--- src/rtl/ex_stage_pkg.sv ---
// Execute-stage output bundle consumed by the load/store unit.
// wb_sel selects the writeback source for the instruction.
package ex_stage_pkg;

  localparam int XLEN = 32;

  localparam logic [1:0] WB_SEL_ALU = 2'd0;
  localparam logic [1:0] WB_SEL_MEM = 2'd1;
  localparam logic [1:0] WB_SEL_PC4 = 2'd2;

  typedef struct packed {
    logic [XLEN-1:0] opr_res;
    logic [XLEN-1:0] opr_b;
    logic [4:0]      rd;
    logic            rf_en;
    logic            dm_en;
    logic [1:0]      wb_sel;
  } ex_stage_out_t;

endpackage

--- src/rtl/lsu_pkg.sv ---
// Types shared by the load/store unit: FSM states, memory-writeback select, writeback bundle.
package lsu_pkg;

  typedef enum logic [1:0] {
    IDLE = 2'd0,
    REQ  = 2'd1,
    WAIT = 2'd2
  } lsu_state_t;

  localparam logic [1:0] WB_MEM = ex_stage_pkg::WB_SEL_MEM;

  typedef struct packed {
    logic [4:0]                   rd;
    logic                         rf_en;
    logic [ex_stage_pkg::XLEN-1:0] data;
  } wb_bundle_t;

endpackage

--- src/rtl/lsu.sv ---
// Load/store unit: ALU ops write back after 1 cycle; loads/stores go through a valid/ready memory bus.
// in_ready is low while a memory op is outstanding; the writeback side never stalls.
module lsu
  import ex_stage_pkg::*, lsu_pkg::*;
#(
  parameter int DATA_WIDTH = 32,
  parameter int ADDR_WIDTH = 32
) (
  input  logic                          clk,
  input  logic                          rst_n,
  input  logic                          in_valid,
  output logic                          in_ready,
  input  ex_stage_pkg::ex_stage_out_t   ex_in,
  output logic                          req_valid,
  input  logic                          req_ready,
  output logic                          req_we,
  output logic [ADDR_WIDTH-1:0]         req_addr,
  output logic [DATA_WIDTH-1:0]         req_wdata,
  input  logic                          rsp_valid,
  input  logic [DATA_WIDTH-1:0]         rsp_rdata,
  output logic                          wb_valid,
  output logic [4:0]                    wb_rd,
  output logic                          wb_rf_en,
  output logic [DATA_WIDTH-1:0]         wb_data
);

  lsu_state_t state, state_nxt;
  logic       accept, is_store, is_load, is_mem, req_fire;
  logic [4:0] cap_rd;
  logic       cap_rf_en;
  wb_bundle_t wb_q, wb_nxt;
  logic       wb_vld_nxt;

  assign accept   = in_valid && in_ready;
  assign is_store = ex_in.dm_en;
  assign is_load  = !ex_in.dm_en && (ex_in.wb_sel == WB_MEM);
  assign is_mem   = is_store || is_load;
  assign req_fire = req_valid && req_ready;

  always_ff @(posedge clk or negedge rst_n) begin
    if (!rst_n) state <= IDLE;
    else        state <= state_nxt;
  end

  always_comb begin
    state_nxt = state;
    case (state)
      IDLE:    if (accept && is_mem) state_nxt = REQ;
      REQ:     if (req_fire)         state_nxt = req_we ? IDLE : WAIT;
      WAIT:    if (rsp_valid)        state_nxt = IDLE;
      default:                       state_nxt = IDLE;
    endcase
  end

  always_comb begin
    in_ready  = 1'b0;
    req_valid = 1'b0;
    case (state)
      IDLE:    in_ready  = 1'b1;
      REQ:     req_valid = 1'b1;
      default: ;
    endcase
  end

  // Stores complete on request acceptance; they carry no register write.
  always_comb begin
    wb_vld_nxt = 1'b0;
    wb_nxt     = wb_q;
    if (accept && !is_mem) begin
      wb_vld_nxt = 1'b1;
      wb_nxt     = '{rd: ex_in.rd, rf_en: ex_in.rf_en, data: ex_in.opr_res};
    end else if (state == REQ && req_fire && req_we) begin
      wb_vld_nxt = 1'b1;
      wb_nxt     = '{rd: cap_rd, rf_en: 1'b0, data: '0};
    end else if (state == WAIT && rsp_valid) begin
      wb_vld_nxt = 1'b1;
      wb_nxt     = '{rd: cap_rd, rf_en: cap_rf_en, data: rsp_rdata};
    end
  end

  always_ff @(posedge clk or negedge rst_n) begin
    if (!rst_n) begin
      wb_valid  <= 1'b0;
      wb_q      <= '0;
      cap_rd    <= '0;
      cap_rf_en <= 1'b0;
      req_we    <= 1'b0;
      req_addr  <= '0;
      req_wdata <= '0;
    end else begin
      wb_valid <= wb_vld_nxt;
      wb_q     <= wb_nxt;
      if (accept) begin
        cap_rd    <= ex_in.rd;
        cap_rf_en <= ex_in.rf_en;
      end
      // Request fields only move on a new memory op so they hold outside REQ.
      if (accept && is_mem) begin
        req_we    <= is_store;
        req_addr  <= {ex_in.opr_res[ADDR_WIDTH-1:2], 2'b00};
        req_wdata <= ex_in.opr_b;
      end
    end
  end

  assign wb_rd    = wb_q.rd;
  assign wb_rf_en = wb_q.rf_en;
  assign wb_data  = wb_q.data;

endmodule

--- config.mk ---
export PLATFORM = sky130hd
export DESIGN_NAME = lsu
export DESIGN_NICKNAME = d
export VERILOG_FILES = /design/src/rtl/ex_stage_pkg.sv /design/src/rtl/lsu_pkg.sv /design/src/rtl/lsu.sv
export SDC_FILE = /design/constraint.sdc
export NUM_CORES = 1
export LEC_CHECK = 0
export ABC_CLOCK_PERIOD_IN_PS = 1900
export BUFFER_PORTS_ARGS = -buffer_cell sky130_fd_sc_hd__buf_2
export CORE_MARGIN = 5
export CORE_UTILIZATION = 35
export CTS_BUF_LIST = sky130_fd_sc_hd__clkbuf_8
export DETAILED_ROUTE_END_ITERATION = 12
export SLEW_MARGIN = 10
export SYNTH_ARGS = -nofsm -noshare
export SYNTH_HDL_FRONTEND = slang
export SYNTH_SLANG_ARGS = --single-unit
export TNS_END_PERCENT = 30
--- constraint.sdc ---
create_clock -name clk -period 1.9 [get_ports clk]
set_input_delay 0.38 -clock clk [delete_from_list [all_inputs] [get_ports clk]]
set_output_delay 0.38 -clock clk [all_outputs]
set_load 0.01 [all_outputs]
# [Yosys cells after proc, flatten, opt, wreduce, memory -nomap -nowiden]
# Cells that the tools add are included.
[word_totals] output_inout_bits=106 reg_bits=110
[classes] mux=13 reduce_logical=14 n_eq_ne=6
[ops] operator="2-to-1 mux 38 bit" n=3
[ops] operator="logical AND 1 bit" n=8
[ops] operator="2-to-1 mux 2 bit" n=4
[ops] operator="!= test 2 bit (second input constant)" n=3
[ops] operator="case mux 2 bit (3 select lines)" n=1
[ops] operator="2-to-1 mux 1 bit" n=5
[ops] operator="equality test 2 x 1 -> 1 bit (second input constant)" n=2
[ops] operator="AND reduction 3 bit" n=1
[ops] operator="nonzero test 3 bit" n=1
[ops] operator="equality test 2 bit (second input constant)" n=1
[ops] operator="zero test 1 bit" n=2
[ops] operator="zero test 2 bit" n=1
[ops] operator="logical OR 1 bit" n=1

# [Logic depth before layout (Yosys ltp)]
# Gate-level depths: netlist (run 1).
[depth] depth_word=7 mapped_depth=6 mapped_depth_nobuf=3

# [Least setup slack after synthesis (run 1)]
# OpenSTA, ideal clock, no wires.
[synth_path] path_kind="input to register" startpoint="input port ex_in[0] (netlist name)" endpoint="register req_addr[10]" path_stages=5 setup_slack_ps=153 setup_time_ps=125 n_path_buf=2 required_ps=1775 t_arrival_ps=1622 path_cell_list="nor2b_1 -> clkbuf_1 -> o21ai_2 -> buf_2 -> mux2_2"
[synth_between] elab_chain_cells=4
[synth_lines] element="from (decl)" line_no="lsu.sv:13" text="input ex_stage_pkg::ex_stage_out_t ex_in,"
[synth_lines] element="equality test 2 x 1 -> 1 bit" line_no="lsu.sv:36" text="assign is_load = !ex_in.dm_en && (ex_in.wb_sel == WB_MEM);"
[synth_lines] element="logical AND 1 bit" line_no="lsu.sv:36"
[synth_lines] element="logical OR 1 bit" line_no="lsu.sv:37" text="assign is_mem = is_store || is_load;"
[synth_lines] element="logical AND 1 bit" line_no="lsu.sv:98" text="if (accept && is_mem) begin"
[synth_lines] element="to (signal assigned)" line_no="lsu.sv:100" text="req_addr <= {ex_in.opr_res[ADDR_WIDTH-1:2], 2'b00};"
[synth_lines] element="to (decl)" line_no="lsu.sv:17" text="output logic [ADDR_WIDTH-1:0] req_addr,"
# Every way passes these cells.
# A chain may end at the register's enable or synchronous reset.

# [Worst setup path after layout (run 1)]
[layout_path] startpoint="register state[0]" endpoint="register wb_q (netlist bit wb_data[8])"
[layout_between] elab_chain_cells=7 word_cells_on_any_way=14 classes_between="eq/ne: 2; mux: 4; reduce/logical: 8"
[layout_lines] element="from (decl)" line_no="lsu.sv:27" text="lsu_state_t state, state_nxt;"
[layout_lines] element="from (signal assigned)" line_no="lsu.sv:42" text="else state <= state_nxt;"
[layout_lines] element="equality test 2 x 1 -> 1 bit" line_no="lsu.sv:58, lsu.sv:72"
[layout_lines] element="2-to-1 mux 1 bit" line_no="lsu.sv:58" text="case (state)"
[layout_lines] element="logical AND 1 bit" line_no="lsu.sv:38" text="assign req_fire = req_valid && req_ready;"
[layout_lines] element="logical AND 1 bit (2 in a row)" line_no="lsu.sv:72" text="end else if (state == REQ && req_fire && req_we) begin"
[layout_lines] element="2-to-1 mux 38 bit" line_no="lsu.sv:72"
[layout_lines] element="2-to-1 mux 38 bit" line_no="lsu.sv:69" text="if (accept && !is_mem) begin"
[layout_lines] element="to (signal assigned)" line_no="lsu.sv:92" text="wb_q <= wb_nxt;"
[layout_lines] element="to (decl)" line_no="lsu.sv:31" text="wb_bundle_t wb_q, wb_nxt;"
# Several ways; a longest one is shown, not always the timed one.

==> flow_metrics.py, run 1 <==
metrics = {
    "logic_synthesis": {
        "yosys-top-cells-area": "dfrtp_1, mux2_2, mux2i_1, o2bb2ai_1, o2bb2ai_2",
        "synth-edff-count": 0,
        "yosysMostFrequentCell": "dfrtp_1",
        "ys_seq_elements": 110,
        "synth_common_cells": "dfrtp_1, mux2_2, mux2i_1, o2bb2ai_1, nand2_1",
        "seq_area_frac_synth": 0.5917,
        "ys_async_sr_fraction": 1.000,
        "syn_area_sq_um": 4652,
        "ys.flop_type": "dfrtp_1",
        "netlist_instances": 322,
        "ys_warn_count": 0,
        "synth.avg_cell_area_sq_um": 14.45,
        "synth_top_area_frac": 0.5917,
        "synth.distinct_cells": 32,
        "yosysTopAreaCell": "dfrtp_1",
    },
    "final_layout": {
        "fillers": 1229,
        "diodes": 0,
        "nets": 648,
        "area_growth_pct": 32.63,
        "drive_above_1_share": 0.5764,
        "layout.cells.non_filler": 719,
        "stdcell_area_sq_um": 6170,
    },
    "power_and_ir_drop": {
        "power_density_nw_per_um2": 1477,
        "irDropWorstVdd_uv": 658.6,
        "p_leak_nw": 3.198,
    },
    "routing": {
        "vias": 3430,
        "drtPass1Iterations": 4,
        "routedWlPerCell_microns": 16.63,
        "initialDrtViolationCount": 131,
        "wirelength_microns": 11960,
        "via_per_inst": 4.771,
        "postRouteAntennaNets": 0,
        "drcViolationCount": 0,
    },
    "global_route": {
        "grt_max_degree": 51,
        "antenna_found_initial": 1,
        "grt_util_all_layers": 0.1549,
        "grt_pass1_wl_microns": 19440,
        "grt_overflow_total": 0,
        "first_global_vias": 3640,
    },
    "floorplanning": {
        "rows": 42,
        "start_util": 0.3541,
        "die_w_microns": 125.3,
        "core_area_sq_um": 13140,
        "die_h_microns": 125.3,
        "io_pins": 216,
        "die_area_sq_um": 15700,
    },
    "job": {
        "drv_cap": 0,
    },
    "sta": {
        "clock.fmax_mhz": 578.3,
        "setup_viol": 0,
        "min_period_ns": 1.729,
        "timing.final.max_slew_violations": 0,
        "hold_viol_final": 0,
        "fin_skew_ns": 0.005260,
        "setup-tns-final_ns": 0,
        "rsz0062_at_grt": "no",
        "period_share": 0.9101,
    },
    "outcome": {
        "status": "complete, no violations",
    },
    "critical_path": {
        "arrival_ns": 1.98,
        "crit_chain": "or3b_1 > o31ai_4 > buf_12 > o2bb2ai_1",
        "worst-path-max-fanout": 33,
        "crit_buf_inv": 1,
        "cp-start-kind": "flip-flop",
        "slowest_stage": "or3b_1",
        "crit_family": "simple AND/OR/NAND/NOR gates",
        "required_ns": 2.15,
        "critPathCaptureType": "flip-flop",
        "max_stage_delay_ns": 0.55,
        "path_class": "flip-flop to flip-flop",
    },
    "placement": {
        "hpwl_microns": 9082,
        "postPlaceCellArea_sq_um": 5977,
        "port_buffers": 213,
        "dp_cells": 702,
        "gp_congestion": 0.7672,
    },
    "clock_tree": {
        "clkTransAtPathRegs_ns": 0.09,
        "clk_path_buf_depth": 2,
        "cts_max_level": 3,
        "cts_tree": "yes",
        "clkLatencyLatePin_ns": 0.37,
        "post_cts_resized": 0,
        "cts-root-buf": "clkbuf_8",
        "cts.sinks": 110,
        "cts_buffers": 9,
    },
    "hold_path": {
        "min_path_type": "primary input to flip-flop",
    },
}
-- metrics by stage --
stage | worst slack, ns | util | hold WS [ns] | power [W]
after global routing | 0.1123 | 0.4696 | 0.1927 | 0.009799
final | 0.1709 | 0.4696 | 0.2164 | 0.009114
after detailed placement | 0.09185 | 0.4550 | 0.3137 | 0.007918
after CTS | 0.1700 | 0.4696 | 0.1871 | 0.009296
after floorplan | 0.1531 | - | 0.08441 | 0.006145
after global placement | 0.1265 | 0.4550 | 0.3176 | 0.007798
-- layer usage --
layer,global-route usage,share of wire,routed length [microns],vias up
li1,-,-,-,1599
met1,0.1894,0.40,4831,1672
met2,0.2581,0.50,5966,146
met3,0.05885,0.085,1015,11
met4,0.04209,0.011,133,2
met5,0,0.0011,13,-
-- worst register-to-register path, stage by stage, from the launching register on --
cell and delay (ns):
dfrtp_1 0.39, or3b_1 0.55, o31ai_4 0.31, buf_12 0.25, o2bb2ai_1 0.11
-- kinds of logic (layout without fill, tap and decap cells) --
| group | Yosys count | count (layout) | synth area share |
|---|---|---|---|
| AOI/OAI and AO/OA | 48 | 48 | 0.09898 |
| buffers and inverters | 27 | 247 | 0.03658 |
| DFF | 110 | 110 | 0.5917 |
| muxes | 95 | 95 | 0.2211 |
| other | 1 | 2 | 0.0008061 |
| and+or+nand+nor | 41 | 41 | 0.05084 |
-- cell usage in the layout, fill, tap and decap left out, types with 2 or more instances in the layout --
cell	netlist	final
a31oi_1	5	5
buf_12	0	6
buf_2	10	212
buf_4	5	10
clkbuf_8	0	9
clkinv_2	0	2
conb_1	1	2
dfrtp_1	110	110
inv_1	2	5
mux2_1	4	4
mux2_2	58	58
mux2i_1	33	33
nand2_1	18	18
nand2b_1	2	2
nand3_1	6	6
nor4_1	5	5
o21ai_0	6	6
o2bb2ai_1	23	23
o2bb2ai_2	10	10
-- path summary, 6_finish.rpt --
| check | from | to | slack (ns) | cells past startpoint |
|---|---|---|---|---|
| worst max-delay path | state[0] | wb_data[8] | 0.17 | 4 |
| min in group asynchronous | rst_n | wb_data[20] | 0.45 | 2 |
| worst min register to register | cap_rd[4] | cap_rd[4] | 0.49 | 2 |
| worst max register to register | state[0] | wb_data[8] | 0.17 | 4 |
| worst min-delay path | rsp_valid | state[1] | 0.22 | 2 |
| max in group asynchronous | rst_n | req_addr[21] | 0.86 | 3 |
-- area by class of cell --
| cell class | count | area [sq um] | area share |
|---|---|---|---|
| clock inverter | 7 | 58.81 | 0.009532 |
| sequential | 110 | 2753 | 0.4462 |
| tap | 176 | 220.2 | 0.03569 |
| inverter | 2 | 7.507 | 0.001217 |
| multi-input combinational | 186 | 1740 | 0.2821 |
| clock buffer | 9 | 123.9 | 0.02008 |
| timing repair buffer | 229 | 1266 | 0.2052 |
-- sequential cells by signal, summed over array words and instances (netlist names) --
register   flops
cap_rd         5
cap_rf_en      1
req_addr      30
req_wdata     32
req_we         1
state          2
wb_data       32
wb_rd          5
wb_rf_en       1
wb_valid       1
-- timing repair --
item / CTS / global route
endpoints found under the hold margin: 22 / 0
buffers inserted: 0 / 0
hold buffers: 1 / 0
-- report_power, final --
part           switching, W  internal (W)
combinational       0.00191       0.00185
clock              0.000747      0.000592
sequential         0.000562       0.00346
total               0.00322       0.00590
(Power assumes the default switching activity.)
==> run 2, diff against run 1 <==
--- a/config.mk
+++ b/config.mk
@@ -6,8 +6,7 @@
 export NUM_CORES = 1
 export LEC_CHECK = 0
 export ABC_CLOCK_PERIOD_IN_PS = 1900
-export BUFFER_PORTS_ARGS = -buffer_cell sky130_fd_sc_hd__buf_2
-export CORE_MARGIN = 5
+export BUFFER_PORTS_ARGS = -buffer_cell sky130_fd_sc_hd__buf_4
 export CORE_UTILIZATION = 35
 export CTS_BUF_LIST = sky130_fd_sc_hd__clkbuf_8
 export DETAILED_ROUTE_END_ITERATION = 12
==> run 2 against run 1 <==
- non-clock buffer count grew 3
- critical path depth did not move
- critical endpoint is now wb_data[6]
- combinational power is 16% higher
- first-iteration DRC count rose by 47%
- highest routed layer is now met4
- clock power increased by 18%
- fmax up 4.5%
- sequential power rose by 1%
- hold slack got worse by 0.021 ns
- setup slack better by 0.074 ns
- sequential share of layout area fell by 3.7 points
- power is 9.7% higher
- sequential cell count unchanged
==> flow_metrics.py, run 2 (synthesis gave the netlist of run 1 again) <==
metrics = {
    "clock_tree": {
        "cts_setup_buffers": 0,
        "post_cts_resized": 0,
        "cts.sinks": 110,
        "cts_tree": "yes",
        "clkLatencyLatePin_ns": 0.38,
        "cts_buffers": 9,
        "cts_max_level": 3,
        "clkTransAtPathRegs_ns": 0.10,
        "holdBufCountCts": 1,
        "clk_path_buf_depth": 2,
        "cts-root-buf": "clkbuf_8",
    },
    "floorplanning": {
        "start_util": 0.3642,
        "die_h_microns": 117.3,
        "die_w_microns": 117.3,
        "rows": 41,
        "core_area_sq_um": 12770,
        "io_pins": 216,
        "die_area_sq_um": 13760,
    },
    "power_and_ir_drop": {
        "p_comb_frac": 0.434,
        "power.switching_w": 0.003300,
        "seqPwrFrac": 0.407,
        "switching_share": 0.3301,
        "irDropWorstVdd_uv": 598.6,
        "clock_power_share": 0.158,
        "p_leak_nw": 3.391,
        "p_int_w": 0.006697,
        "power_density_nw_per_um2": 1485,
    },
    "sta": {
        "setup_viol": 0,
        "clock.fmax_mhz": 604.2,
        "hold_viol_final": 0,
        "rsz0062_at_grt": "no",
        "fin_skew_ns": 0.007330,
        "period_share": 0.8711,
        "setup-tns-final_ns": 0,
        "min_period_ns": 1.655,
        "timing.final.max_slew_violations": 0,
    },
    "job": {
        "drv_cap": 0,
    },
    "routing": {
        "via_per_inst": 4.802,
        "routedWlPerCell_microns": 16.17,
        "drcViolationCount": 0,
        "initialDrtViolationCount": 193,
        "vias": 3448,
        "postRouteAntennaNets": 0,
        "wirelength_microns": 11610,
        "drtPass1Iterations": 5,
    },
    "critical_path": {
        "worst-path-max-fanout": 23,
        "cp-start-kind": "flip-flop",
        "crit_cells": 4,
        "slowest_stage": "or3b_1",
        "critPathCaptureType": "flip-flop",
        "arrival_ns": 1.96,
        "crit_chain": "or3b_1 > nor3_4 > buf_4 > o2bb2ai_1",
        "r2r_cells": 4,
        "crit_buf_inv": 1,
        "max_stage_delay_ns": 0.51,
        "crit_family": "simple AND/OR/NAND/NOR gates",
        "required_ns": 2.20,
        "r2r_setup_slack_ns": 0.24,
        "path_class": "flip-flop to flip-flop",
    },
    "hold_path": {
        "min_path_type": "primary input to flip-flop",
        "holdPathStages": 3,
    },
    "global_route": {
        "grt_pass1_wl_microns": 18050,
        "grt_overflow_total": 0,
        "antenna_found_initial": 0,
        "grt_max_degree": 43,
        "first_global_vias": 3567,
        "grt_util_all_layers": 0.1755,
    },
    "final_layout": {
        "drive_above_1_share": 0.5842,
        "layout.cells.non_filler": 718,
        "area_growth_pct": 44.70,
        "multiInputGateArea_sq_um": 1740,
        "nets": 651,
        "stdcell_area_sq_um": 6731,
        "final_cell_mix": "buf_4, dfrtp_1, mux2_2, mux2i_1, o2bb2ai_1",
        "seqCellArea_sq_um": 2753,
        "fillers": 1094,
        "final_common_cell": "buf_4",
        "diodes": 0,
    },
    "placement": {
        "port_buffers": 213,
        "hpwl_microns": 8698,
        "dp_cells": 701,
        "gp_congestion": 0.8190,
        "postPlaceCellArea_sq_um": 6500,
    },
    "outcome": {
        "status": "complete, no violations",
    },
}
==> run 2: cell count changes in the layout (fill, tap and decap cells not counted) <==
cell and change:
clkinvlp_4 -1, clkbuf_8 +1, buf_2 -212, inv_6 +1, buf_12 -2, inv_1 -3, bufinv_16 +1, clkinv_2 +1
buf_4 +217
==> run 2: worst min-delay path: stages <==
cell and delay (ns):
buf_4 0.08, nand2_1 0.04, nand2_1 0.04
==> run 2: metal layers <==
metal | part of all wire | vias up | GRT usage
li1 | - | 1607 | -
met1 | 0.40 | 1676 | 0.2049
met2 | 0.49 | 149 | 0.2945
met3 | 0.087 | 16 | 0.05458
met4 | 0.022 | 0 | 0.08270
met5 | 0 | - | 0
==> run 2: power groups by stage <==
stage / clock, W / combinational (W) / sequential, W
global placement: 0 / 0.00435 / 0.00408
floorplan: 0 / 0.00160 / 0.00455
finish: 0.00158 / 0.00434 / 0.00407
global route: 0.00171 / 0.00477 / 0.00423
CTS: 0.00164 / 0.00441 / 0.00409
detailed placement: 0 / 0.00442 / 0.00412
==> run 2: area by class of cell <==
type / instances / share of cell area
Tap cell: 172 / 0.03197
Inverter: 2 / 0.001115
Sequential cell: 110 / 0.4089
Clock inverter: 6 / 0.01245
Timing Repair Buffer: 232 / 0.2665
Multi-Input combinational cell: 186 / 0.2586
Clock buffer: 10 / 0.02045
==> run 2: through the flow <==
| step | setup slack (ns) | hold slack, ns | total power [W] | utilization |
|---|---|---|---|---|
| 6_report | 0.2449 | 0.1958 | 0.009997 | 0.5270 |
| 5_1_grt | 0.09020 | 0.1915 | 0.01071 | 0.5270 |
| 4_1_cts | 0.2073 | 0.1756 | 0.01014 | 0.5270 |
| 3_5_place_dp | 0.1343 | 0.3252 | 0.008536 | 0.5089 |
| 3_3_place_gp | 0.1717 | 0.3217 | 0.008429 | 0.5089 |
| 2_1_floorplan | 0.1531 | 0.08441 | 0.006145 | - |
==> run 2: worst paths after layout <==
check,startpoint,end
worst max register to register,state[0],wb_data[6]
worst min register to register,cap_rf_en,cap_rf_en
worst min-delay path,ex_in[7],cap_rd[3]
worst max-delay path,state[0],wb_data[6]
max in group asynchronous,rst_n,req_wdata[20]
min in group asynchronous,rst_n,req_wdata[5]
==> run 3, diff against run 2 <==
--- a/config.mk
+++ b/config.mk
@@ -5,11 +5,14 @@
 export SDC_FILE = /design/constraint.sdc
 export NUM_CORES = 1
 export LEC_CHECK = 0
-export ABC_CLOCK_PERIOD_IN_PS = 1900
+export ABC_CLOCK_PERIOD_IN_PS = 1700
 export BUFFER_PORTS_ARGS = -buffer_cell sky130_fd_sc_hd__buf_4
+export CELL_PAD_IN_SITES_DETAIL_PLACEMENT = 0
+export CELL_PAD_IN_SITES_GLOBAL_PLACEMENT = 1
 export CORE_UTILIZATION = 35
 export CTS_BUF_LIST = sky130_fd_sc_hd__clkbuf_8
 export DETAILED_ROUTE_END_ITERATION = 12
+export PLACE_DENSITY_LB_ADDON = 0.1
 export SLEW_MARGIN = 10
 export SYNTH_ARGS = -nofsm -noshare
 export SYNTH_HDL_FRONTEND = slang
==> constraint.sdc (replaced) <==
create_clock -name clk -period 1.7 [get_ports clk]
set_input_delay 0.34 -clock clk [delete_from_list [all_inputs] [get_ports clk]]
set_output_delay 0.34 -clock clk [all_outputs]
set_load 0.01 [all_outputs]
==> run 3 against run 2 <==
- sequential share of layout area stayed put
- hold slack worse by 0.030 ns
- die area stayed put
- global-route usage hardly changed
- cell area stayed put
- power is 9.8% higher
- highest routed layer unchanged
- wire length is 2.6% higher
- fmax is 2.5% higher
- clock power is 3% lower
- sequential power is 11% higher
- first-iteration DRC count is 49% lower
- largest cell class unchanged
- critical path depth stayed put
==> flow_metrics.py, run 3 (synthesis gave the netlist of run 1 again) <==
metrics = {
    "global_route": {
        "use_met2": 0.2976,
        "grt_pass1_wl_microns": 18050,
        "grt_overflow_total": 0,
        "use_met1": 0.2019,
        "antenna_found_initial": 0,
        "grt_max_degree": 52,
        "grt_util_all_layers": 0.1756,
        "first_global_vias": 3541,
        "busiest_layer": "met2",
        "use_met3": 0.05767,
    },
    "sta": {
        "hold_viol_final": 0,
        "min_period_ns": 1.615,
        "setup_slack_ns": 0.08459,
        "timing.final.max_slew_violations": 0,
        "fin_skew_ns": 0.008050,
        "clock.fmax_mhz": 619.0,
        "hold_ws_ns": 0.1659,
        "rsz0062_at_grt": "no",
        "setup_viol": 0,
        "setup-tns-final_ns": 0,
        "period_share": 0.9502,
    },
    "final_layout": {
        "drive_above_1_share": 0.5894,
        "diodes": 0,
        "final_cell_mix": "buf_4, dfrtp_1, mux2_2, mux2i_1, o2bb2ai_1",
        "nets": 653,
        "layout.cells.non_filler": 720,
        "area_growth_pct": 44.70,
        "final_common_cell": "buf_4",
    },
    "routing": {
        "postRouteAntennaNets": 0,
        "routedWlPerCell_microns": 16.55,
        "drcViolationCount": 0,
        "initialDrtViolationCount": 99,
        "vias": 3444,
        "wirelength_microns": 11920,
        "drtPass1Iterations": 6,
        "via_per_inst": 4.783,
    },
    "critical_path": {
        "worst-path-max-fanout": 10,
        "rr_endpoint": "wb_data[29]",
        "slowest_stage": "or3b_1",
        "rr_startpoint": "state[0]",
        "r2r_cells": 4,
        "critPathCaptureType": "flip-flop",
        "r2r_setup_slack_ns": 0.08,
        "arrival_ns": 1.88,
        "startpoint": "state[0]",
        "cp-start-kind": "flip-flop",
        "endpoint": "wb_data[29]",
        "path_class": "flip-flop to flip-flop",
        "max_stage_delay_ns": 0.51,
        "required_ns": 1.96,
        "crit_chain": "or3b_1 > o31ai_4 > buf_4 > o2bb2ai_2",
    },
    "job": {
        "drv_cap": 0,
    },
    "clock_tree": {
        "cts-root-buf": "clkbuf_8",
        "clkLatencyLatePin_ns": 0.37,
        "clk_path_buf_depth": 2,
        "cts_max_level": 3,
        "cts_buffers": 9,
        "cts.sinks": 110,
        "clkTransAtPathRegs_ns": 0.10,
        "cts_tree": "yes",
    },
    "outcome": {
        "status": "complete, no violations",
    },
    "placement": {
        "port_buffers": 213,
        "dp_cells": 703,
        "gp_congestion": 0.7997,
        "dp_slack_ns": 0.01835,
        "hpwl_microns": 9042,
    },
    "hold_path": {
        "min_path_type": "primary input to flip-flop",
    },
    "power_and_ir_drop": {
        "p_total_w": 0.01098,
        "p_leak_nw": 3.383,
        "irDropWorstVdd_uv": 775.9,
        "power_density_nw_per_um2": 1631,
    },
    "floorplanning": {
        "io_pins": 216,
        "rows": 41,
        "die_w_microns": 117.3,
        "die_h_microns": 117.3,
        "die_area_sq_um": 13760,
        "core_area_sq_um": 12770,
        "start_util": 0.3642,
    },
}
-- run 3: layout make-up --
| type | instances | area [sq um] |
|---|---|---|
| inverter | 2 | 7.507 |
| sequential | 110 | 2753 |
| clock buffer | 12 | 165.2 |
| tap | 172 | 215.2 |
| multi-input combinational | 186 | 1753 |
| fill | 1145 | 6042 |
| clock inverter | 4 | 28.78 |
| timing repair buffer | 234 | 1809 |
-- run 3: critical path, delay by kind of cell, from the launching register on --
family / cells / cell delay, ns
AND/OR/NAND/NOR: 1 / 0.51
flip-flops: 1 / 0.39
AO/OA/AOI/OAI: 2 / 0.35
buffers and inverters: 1 / 0.27
-- run 3: how the worst min path moves through the flow --
stage	slack, ns	from	to	cells after the start
after floorplan	0.04	rst_n	cap_rd[0]	0
final	0.17	rsp_valid	state[1]	2
after global routing	0.16	ex_in[60]	wb_data[19]	2
after CTS	0.14	rsp_valid	state[1]	2
after global placement	0.26	rst_n	wb_valid	1
after detailed placement	0.27	rst_n	cap_rd[3]	1
-- run 3: per-layer routing --
layer  vias up  wire, microns
met5         -              0
met4         0            272
met3        17           1049
met2       142           6000
met1      1672           4595
li1       1613              -
-- run 3: timing repair --
action,CTS,global route
buffers inserted,0,0
gates resized for setup,0,2
hold endpoints to repair,19,0
setup endpoints to repair,0,3
hold buffers,1,0
-- run 3: through the flow --
stage / instance area [sq um] / util
after detailed placement: 6515 / 0.5100
after global placement: 6515 / 0.5100
after floorplan: 4663 / -
after CTS: 6719 / 0.5260
final: 6731 / 0.5270
after global routing: 6731 / 0.5270
-- run 3: where the power goes --
part           leakage [nW]  switching, W  internal, W
Clock                0.0950      0.000884     0.000658
Combinational          1.96       0.00213      0.00278
Sequential             1.33      0.000664      0.00387
Total                  3.38       0.00367      0.00730
